[src/rtl/serv_uart_rx.sv]
// 8N1 UART receiver for the servant console line: 2-flop synchronizer, mid-bit
// sampling FSM and a valid/ready output register with frame-error/overrun pulses.
module serv_uart_rx #(
  parameter int clks_per_bit = 556
) (
  input  logic       wb_clk,
  input  logic       wb_rst_n,
  input  logic       i_rx,
  output logic [7:0] o_data,
  output logic       o_valid,
  input  logic       i_ready,
  output logic       o_frame_err,
  output logic       o_overrun
);

  if (clks_per_bit < 4 || clks_per_bit > 65535) begin : g_bad_clks_per_bit
    $error("serv_uart_rx: clks_per_bit must be within 4..65535");
  end

  localparam int CW = $clog2(clks_per_bit);
  localparam logic [CW-1:0] HALF_M1 = CW'(clks_per_bit / 2 - 1);
  localparam logic [CW-1:0] FULL_M1 = CW'(clks_per_bit - 1);

  typedef enum logic [2:0] {
    S_IDLE,
    S_START,
    S_DATA,
    S_STOP,
    S_BREAK
  } state_e;

  logic          rx_meta_q;
  logic          rx_s_q;
  state_e        state_q, state_d;
  logic [CW-1:0] cnt_q, cnt_d;
  logic [2:0]    bit_q, bit_d;
  logic [7:0]    shift_q, shift_d;
  logic [7:0]    data_q, data_d;
  logic          valid_q, valid_d;
  logic          ferr_q, ferr_d;
  logic          ovr_q, ovr_d;
  logic          tick;
  logic          done;
  logic          load;

  // Synchronizer idles high so reset never looks like a start bit.
  always_ff @(posedge wb_clk or negedge wb_rst_n) begin
    if (!wb_rst_n) begin
      rx_meta_q <= 1'b1;
      rx_s_q    <= 1'b1;
    end else begin
      rx_meta_q <= i_rx;
      rx_s_q    <= rx_meta_q;
    end
  end

  assign tick = (cnt_q == '0);

  always_comb begin
    state_d = state_q;
    cnt_d   = cnt_q;
    bit_d   = bit_q;
    shift_d = shift_q;
    done    = 1'b0;
    ferr_d  = 1'b0;
    case (state_q)
      S_IDLE: begin
        cnt_d = '0;
        bit_d = '0;
        if (!rx_s_q) begin
          state_d = S_START;
          cnt_d   = HALF_M1;
        end
      end
      S_START: begin
        if (tick) begin
          if (rx_s_q) begin
            state_d = S_IDLE;
          end else begin
            state_d = S_DATA;
            cnt_d   = FULL_M1;
            bit_d   = '0;
          end
        end else begin
          cnt_d = cnt_q - CW'(1);
        end
      end
      S_DATA: begin
        if (tick) begin
          shift_d = {rx_s_q, shift_q[7:1]};
          cnt_d   = FULL_M1;
          if (bit_q == 3'd7) begin
            state_d = S_STOP;
          end else begin
            bit_d = bit_q + 3'd1;
          end
        end else begin
          cnt_d = cnt_q - CW'(1);
        end
      end
      S_STOP: begin
        // Counter is already 0 here, so IDLE is entered with a clean counter.
        if (tick) begin
          if (rx_s_q) begin
            done    = 1'b1;
            state_d = S_IDLE;
          end else begin
            ferr_d  = 1'b1;
            state_d = S_BREAK;
          end
        end else begin
          cnt_d = cnt_q - CW'(1);
        end
      end
      S_BREAK: begin
        if (rx_s_q) begin
          state_d = S_IDLE;
        end
      end
      default: begin
        state_d = S_IDLE;
        cnt_d   = '0;
        bit_d   = '0;
      end
    endcase
  end

  always_ff @(posedge wb_clk or negedge wb_rst_n) begin
    if (!wb_rst_n) begin
      state_q <= S_IDLE;
      cnt_q   <= '0;
      bit_q   <= '0;
    end else begin
      state_q <= state_d;
      cnt_q   <= cnt_d;
      bit_q   <= bit_d;
    end
  end

  always_ff @(posedge wb_clk) begin
    shift_q <= shift_d;
  end

  // A completed byte may load in the same cycle the previous one is accepted.
  always_comb begin
    load    = done & (~valid_q | i_ready);
    data_d  = load ? shift_q : data_q;
    valid_d = load | (valid_q & ~i_ready);
    ovr_d   = done & valid_q & ~i_ready;
  end

  always_ff @(posedge wb_clk or negedge wb_rst_n) begin
    if (!wb_rst_n) begin
      data_q  <= 8'h00;
      valid_q <= 1'b0;
      ferr_q  <= 1'b0;
      ovr_q   <= 1'b0;
    end else begin
      data_q  <= data_d;
      valid_q <= valid_d;
      ferr_q  <= ferr_d;
      ovr_q   <= ovr_d;
    end
  end

  assign o_data      = data_q;
  assign o_valid     = valid_q;
  assign o_frame_err = ferr_q;
  assign o_overrun   = ovr_q;

endmodule

[config.mk]
export PLATFORM = sky130hd
export DESIGN_NAME = serv_uart_rx
export DESIGN_NICKNAME = d
export VERILOG_FILES = /design/src/rtl/serv_uart_rx.sv
export SDC_FILE = /design/constraint.sdc
export NUM_CORES = 1
export LEC_CHECK = 0
export BUFFER_PORTS_ARGS = -buffer_cell sky130_fd_sc_hd__buf_2
export CORE_ASPECT_RATIO = 1.2
export CORE_MARGIN = 5
export CORE_UTILIZATION = 35
export CTS_CLUSTER_DIAMETER = 30
export CTS_CLUSTER_SIZE = 12
export DETAILED_ROUTE_END_ITERATION = 6
export SLEW_MARGIN = 20
export SYNTH_ARGS = -nofsm -noshare
export SYNTH_HDL_FRONTEND = slang
export SYNTH_SLANG_ARGS = --single-unit
[constraint.sdc]
create_clock -name wb_clk -period 2.8 [get_ports wb_clk]
set_input_delay 0.14 -clock wb_clk [delete_from_list [all_inputs] [get_ports wb_clk]]
set_output_delay 0.14 -clock wb_clk [all_outputs]
set_load 0.05 [all_outputs]
==> results of run 1 <==
[registers in the layout (all words and copies together) (netlist names)]
name,flops
cnt_q,10
rx_s_q,1
shift_q,8
bit_q,3
o_data,8
o_frame_err,1
state_q,3
o_overrun,1
rx_meta_q,1
o_valid,1
[cell type report]
class                   count  area share (%)
inverters                   8           1.395
clock inverters             3           3.196
repair buffers             18           4.881
well taps                  62           3.603
clock buffers               5           3.196
flip-flops and latches     37           44.97
multi-input cells         112           38.76
[routing by layer]
metal	vias up	share of wire [%]
met3	6	3.7
met5	-	0
met1	698	45
li1	656	-
met4	0	2.5
met2	37	49
[kinds of logic (layout without fill, tap and decap cells)]
logic type | after synthesis | after routing
fa+ha+maj | 4 | 4
compound gates | 40 | 40
xor+xnor | 3 | 3
mux | 9 | 9
simple gates | 56 | 56
buf+inv | 15 | 34
flops | 37 | 37
[report_power, final]
part	internal, mW	leakage (nW)	switching, mW
clock	0.359	0.0687	0.202
combinational	0.00480	0.426	0.0109
sequential	0.551	0.439	0.00302
[worst paths after layout]
path / startpoint / end / slack [ns] / cells after the start
setup / recovery: cnt_q[0]$_DFFE_PN0P_ / cnt_q[0]$_DFFE_PN0P_ / 0.36 / 6
hold / removal: i_ready / o_valid$_DFF_PN0_ / 0.23 / 3
setup reg to reg: cnt_q[0]$_DFFE_PN0P_ / cnt_q[0]$_DFFE_PN0P_ / 0.36 / 6
hold reg to reg: rx_meta_q$_DFF_PN1_ / rx_s_q$_DFF_PN1_ / 0.36 / 0
max in group asynchronous: wb_rst_n / cnt_q[8]$_DFFE_PN0P_ / 1.95 / 2
min in group asynchronous: wb_rst_n / cnt_q[2]$_DFFE_PN0P_ / 0.41 / 2
[Yosys cell counts, drive strengths merged (2+ instances only)]
library cell	count	share of area, %
nor3	6	2.2
nor4b	2	0.94
nor2	12	2.4
o211ai	2	0.80
nand2b	4	1.3
xnor2	3	1.4
o221ai	4	1.9
ha	4	2.7
a21oi	6	1.6
or4	4	1.8
o21a	3	1.2
nand3	6	1.6
dfstp	2	2.8
o21ai	9	2.4
inv	8	1.6
edfxtp	8	13
nand2	4	0.80
nor2b	2	0.67
o22ai	4	1.3
and2	2	0.67
clkbuf	6	1.2
nor4	6	2.0
mux2	8	6.4
or4b	2	1.3
a211oi	2	0.80
dfrtp	27	36
[through the flow]
| step | instance area [um2] | hold WS, ns | total power [mW] | std cells | setup WS (ns) |
|---|---|---|---|---|---|
| floorplan | 1867 | -0.1556 | 0.5673 | 164 | 0.3827 |
| global placement | 1996 | 0.2153 | 0.5795 | 235 | 0.5393 |
| detailed placement | 1996 | 0.2191 | 0.5795 | 235 | 0.4195 |
| CTS | 2153 | 0.2237 | 1.145 | 245 | 0.3853 |
| global route | 2153 | 0.2277 | 1.173 | 245 | 0.07280 |
| finish | 2153 | 0.2285 | 1.130 | 245 | 0.3632 |
[what timing repair did]
item	4_1_cts	5_1_grt
setup endpoints to repair	0	0
endpoints found under the hold margin	28	0
hold buffers	2	0
[worst register-to-register path, stage by stage, from the launching register on]
cell       delay, ns
dfrtp_1         0.45
inv_1           0.11
ha_1            0.16
nor4b_1         0.58
nand3_1         0.38
a2111oi_0       0.49
o31ai_1         0.13
==> results.cfg, run 1 <==
[grt]
grt_util_all_layers_pct = 12.26
grtUsageMet3_pct = 2.900
grtUsageMet1_pct = 15.40
antenna_found_initial = 0
grt_pass1_vias = 1449
overflow = 0
grt_max_degree = 30
grt_use_met2_pct = 19.41
grt_pass1_wl_um = 6982
busiest_layer = met2

[hold_path]
hp-class = input port to flip-flop

[logic_synthesis]
synthMuxAreaShare_pct = 6.971
synth_top_family_by_area = simple AND/OR/NAND/NOR gates
ys_warn_count = 0
ys_ff_latch = 37
yosys.area_share.adder_pct = 2.681
seq_area_frac_synth_pct = 51.88
synth_fp_nets = 172
syn_inst = 164
synth-xor-area-share_pct = 1.408
synth_edf_count = 8
synth_area_um2 = 1867
avgSynthCellArea_um2 = 11.38
synth_compound_area_share_pct = 14.54
synth.distinct_cells = 47
ys.flop_type = dfrtp_1
async_reset_ff_share_pct = 78.38
synthSimpleGateAreaFrac_pct = 19.10

[timing]
tns_ns = 0
max_freq_mhz = 410.4
fin_worst_skew_ns = 0.009314
finalCriticalPeriod_ns = 2.437
rsz0062_at_grt = false
setup_viol = 0
finalCritPeriodShare_pct = 87.03
slew_violations = 0
final-hold-violation-count = 0
worst_pin_slew_ns = 0.6928
slew_headroom_pct = 53.16

[placement]
gp_congestion = 0.8578
port_buffers = 14
hpwlAfterDp_um = 2778

[cts]
cts_setup_buffers = 0
cts.sinks = 37
cts_tree = done
insertion_delay_ns = 0.29
post_cts_resize_count = 0
h-tree-depth = 2
path_clk_slew_ns = 0.08
clockRootBuffer = clkbuf_8
cts_buffer_depth = 2
cts_buffers = 5

[worst_setup_path]
crit_type = flip-flop to flip-flop
required_ns = 2.96
path_buf_inv = 1
end_kind = flip-flop
path_cells = inv_1, ha_1, nor4b_1, nand3_1, a2111oi_0, o31ai_1
startpoint_type = flip-flop
cp_max_fo = 9
critPathTopFamily = simple AND/OR/NAND/NOR gates
critPathArrivalTime_ns = 2.59
slowest_stage = nor4b_1
cp_slowest_stage_delay_ns = 0.58

[route]
num_vias = 1397
routed_wl_um = 4021
first_pass_iters = 4
via_per_inst = 5.702
post_drt_wl_per_cell_um = 16.41
drt_iter0_drc = 60
antenna_left = 0
drc = 0

[run]
maxCapViolCount = 0

[layout]
final_cell_mix = dfrtp_1, buf_2, nor2_1, o21ai_0
final_util_pct = 41.21
n_fill_cell = 500
areaGrowthSynthToFinish_pct = 15.35
layout_commonest_cell = dfrtp_1
register_area_um2 = 968.4
multi_input_area_um2 = 834.6
layout-drive-gt1-share_pct = 22.40
nNetsFinal = 190
diodes = 0

[power]
ir_worst_vdd_v = 0.0003146
power_density_nw_per_um2 = 524.9
leakage_nw = 0.9344

[floorplan]
fp.dieW_um = 76.67
initial_core_util_pct = 35.73
die_h_um = 90
core_um2 = 5225
rows = 29
die_area_um2 = 6900
io_pins = 15

[status]
status = finished clean
(Power assumes the default switching activity.)
==> run 2, diff against run 1 <==
==> constraint.sdc (replaced) <==
create_clock -name wb_clk -period 2 [get_ports wb_clk]
set_input_delay 0.1 -clock wb_clk [delete_from_list [all_inputs] [get_ports wb_clk]]
set_output_delay 0.1 -clock wb_clk [all_outputs]
set_load 0.05 [all_outputs]
==> results.cfg, run 2 (synthesis results as in run 1) <==
[status]
status = finished clean

[timing]
timing.final.ws_setup_ns = 0.0008631
whs_ns = 0.2007
slew_violations = 0
finalCritPeriodShare_pct = 99.96
slew_headroom_pct = 56.61
fin_worst_skew_ns = 0.009521
finalCriticalPeriod_ns = 1.999
max_freq_mhz = 500.2
final-hold-violation-count = 0
rsz0062_at_grt = true
worst_pin_slew_ns = 0.6508
setup_viol = 0

[cts]
cts_buffer_depth = 2
cts.sinks = 37
cts_buffers = 5
insertion_delay_ns = 0.29
clockRootBuffer = clkbuf_8
h-tree-depth = 2
cts_tree = done
path_clk_slew_ns = 0.08

[worst_setup_path]
cp_slowest_stage_delay_ns = 0.49
path_cells = inv_2, ha_4, or4b_4, nor3_4, nand4b_4, mux2_4
endpoint = o_data[1]$_DFFE_PN0P_
critPathArrivalTime_ns = 2.18
startpoint_type = flip-flop
ff2ff_setup_slack_ns = 0.0009
required_ns = 2.18
crit_type = flip-flop to flip-flop
timing.rr.start = cnt_q[0]$_DFFE_PN0P_
end_kind = flip-flop
reg2reg_depth = 6
slowest_stage = or4b_4
cp_max_fo = 8
cp-startpoint = cnt_q[0]$_DFFE_PN0P_
r2r-end = o_data[1]$_DFFE_PN0P_

[layout]
nNetsFinal = 209
largest_register_ff_count = 10
layout_commonest_cell = dfrtp_1
largest_register = cnt_q
final_cell_mix = dfrtp_1, buf_4, buf_2, nor2_1, o21ai_0
diodes = 0
register_area_um2 = 968.4
areaGrowthSynthToFinish_pct = 25.07
layout-drive-gt1-share_pct = 33.66
multi_input_area_um2 = 883.3
n_fill_cell = 497

[placement]
gp_congestion = 0.8549
port_buffers = 14
hpwlAfterDp_um = 2975
detailedPlace.worstSlack_ns = -0.006866

[route]
num_vias = 1417
routed_wl_um = 4061
first_pass_iters = 4
drt_iter0_drc = 50
drc = 0
post_drt_wl_per_cell_um = 15.38
via_per_inst = 5.367
antenna_left = 0

[hold_path]
hp-class = input port to flip-flop

[power]
ir_worst_vdd_v = 0.0002819
leakage_nw = 1.031
power_mw = 1.453
power_density_nw_per_um2 = 622.4

[run]
maxCapViolCount = 0

[floorplan]
die_area_um2 = 6900
initial_core_util_pct = 35.73
io_pins = 15
core_um2 = 5225
die_h_um = 90
rows = 29
fp.dieW_um = 76.67

[grt]
antenna_found_initial = 0
overflow = 0
grt_max_degree = 30
grt_pass1_vias = 1395
grt_util_all_layers_pct = 12.53
grt_pass1_wl_um = 7031
## run 2: changes by cell type in the layout (fill, tap and decap cells not counted), moves of 2 or more
cell    before  now
inv_1        8    6
buf_4        2   20
nor3_1       5    3
inv_2        0    2
## run 2: cell type report
| cell class | count | share of cell area (%) |
|---|---|---|
| timing repair buffer | 37 | 11.15 |
| clock inverter | 3 | 1.983 |
| multi-input combinational | 112 | 37.83 |
| sequential | 37 | 41.48 |
| clock buffer | 5 | 2.947 |
| inverter | 8 | 1.286 |
| tap | 62 | 3.323 |
## run 2: critical path, delay by kind of cell (launching register included)
family,cells,cell delay [ns]
multiplexers,1,0.35
AND/OR/NAND/NOR,3,0.93
flip-flops,1,0.39
adder cells (fa/ha/maj),1,0.13
buffers and inverters,1,0.08
## run 2: metrics by stage
| stage | utilization [%] | setup TNS [ns] | cells | instance area (um2) |
|---|---|---|---|---|
| final | 44.68 | 0 | 264 | 2335 |
| after global routing | 44.68 | -0.7162 | 264 | 2335 |
| after CTS | 44.01 | -0.01310 | 263 | 2300 |
| after detailed placement | 41.04 | -0.01917 | 252 | 2145 |
| after global placement | 41.04 | 0 | 252 | 2145 |
| after floorplan | - | -0.6652 | 164 | 1888 |
## run 2: metal layers
layer / up-vias / part of all wire (%) / global-route usage, % / wire (um)
met5: - / 0 / 0 / 0
met3: 8 / 5.0 / 3.900 / 204
met2: 35 / 47 / 19.41 / 1895
met4: 0 / 1.8 / 4.082 / 72
li1: 697 / - / - / -
met1: 677 / 47 / 16.55 / 1889
## run 2: worst min path at each step
stage | cells after the start | endpoint | slack (ns) | startpoint
finish | 3 | o_valid$_DFF_PN0_ | 0.20 | i_ready
global route | 3 | o_valid$_DFF_PN0_ | 0.23 | i_ready
CTS | 3 | o_valid$_DFF_PN0_ | 0.20 | i_ready
detailed placement | 1 | o_data[6]$_DFFE_PN0P_ | 0.17 | wb_rst_n
global placement | 1 | o_data[6]$_DFFE_PN0P_ | 0.16 | wb_rst_n
floorplan | 0 | bit_q[0]$_DFFE_PN0P_ | -0.20 | wb_rst_n
## run 2: power breakdown
part / internal, mW / leakage [nW] / switching [mW] / total, mW
clock: 0.373 / 0.0543 / 0.283 / 0.656
sequential: 0.771 / 0.439 / 0.00435 / 0.776
combinational: 0.00672 / 0.537 / 0.0150 / 0.0217
total: 1.15 / 1.03 / 0.302 / 1.45
## run 2: what timing repair did
| action | 4_1_cts | 5_1_grt |
|---|---|---|
| resized for setup | 4 | 3 |
| setup endpoints to repair | 8 | 19 |
| pin swaps | 0 | 1 |
| buffers inserted | 1 | 1 |
| hold buffers | 2 | 0 |
| endpoints found under the hold margin | 28 | 0 |
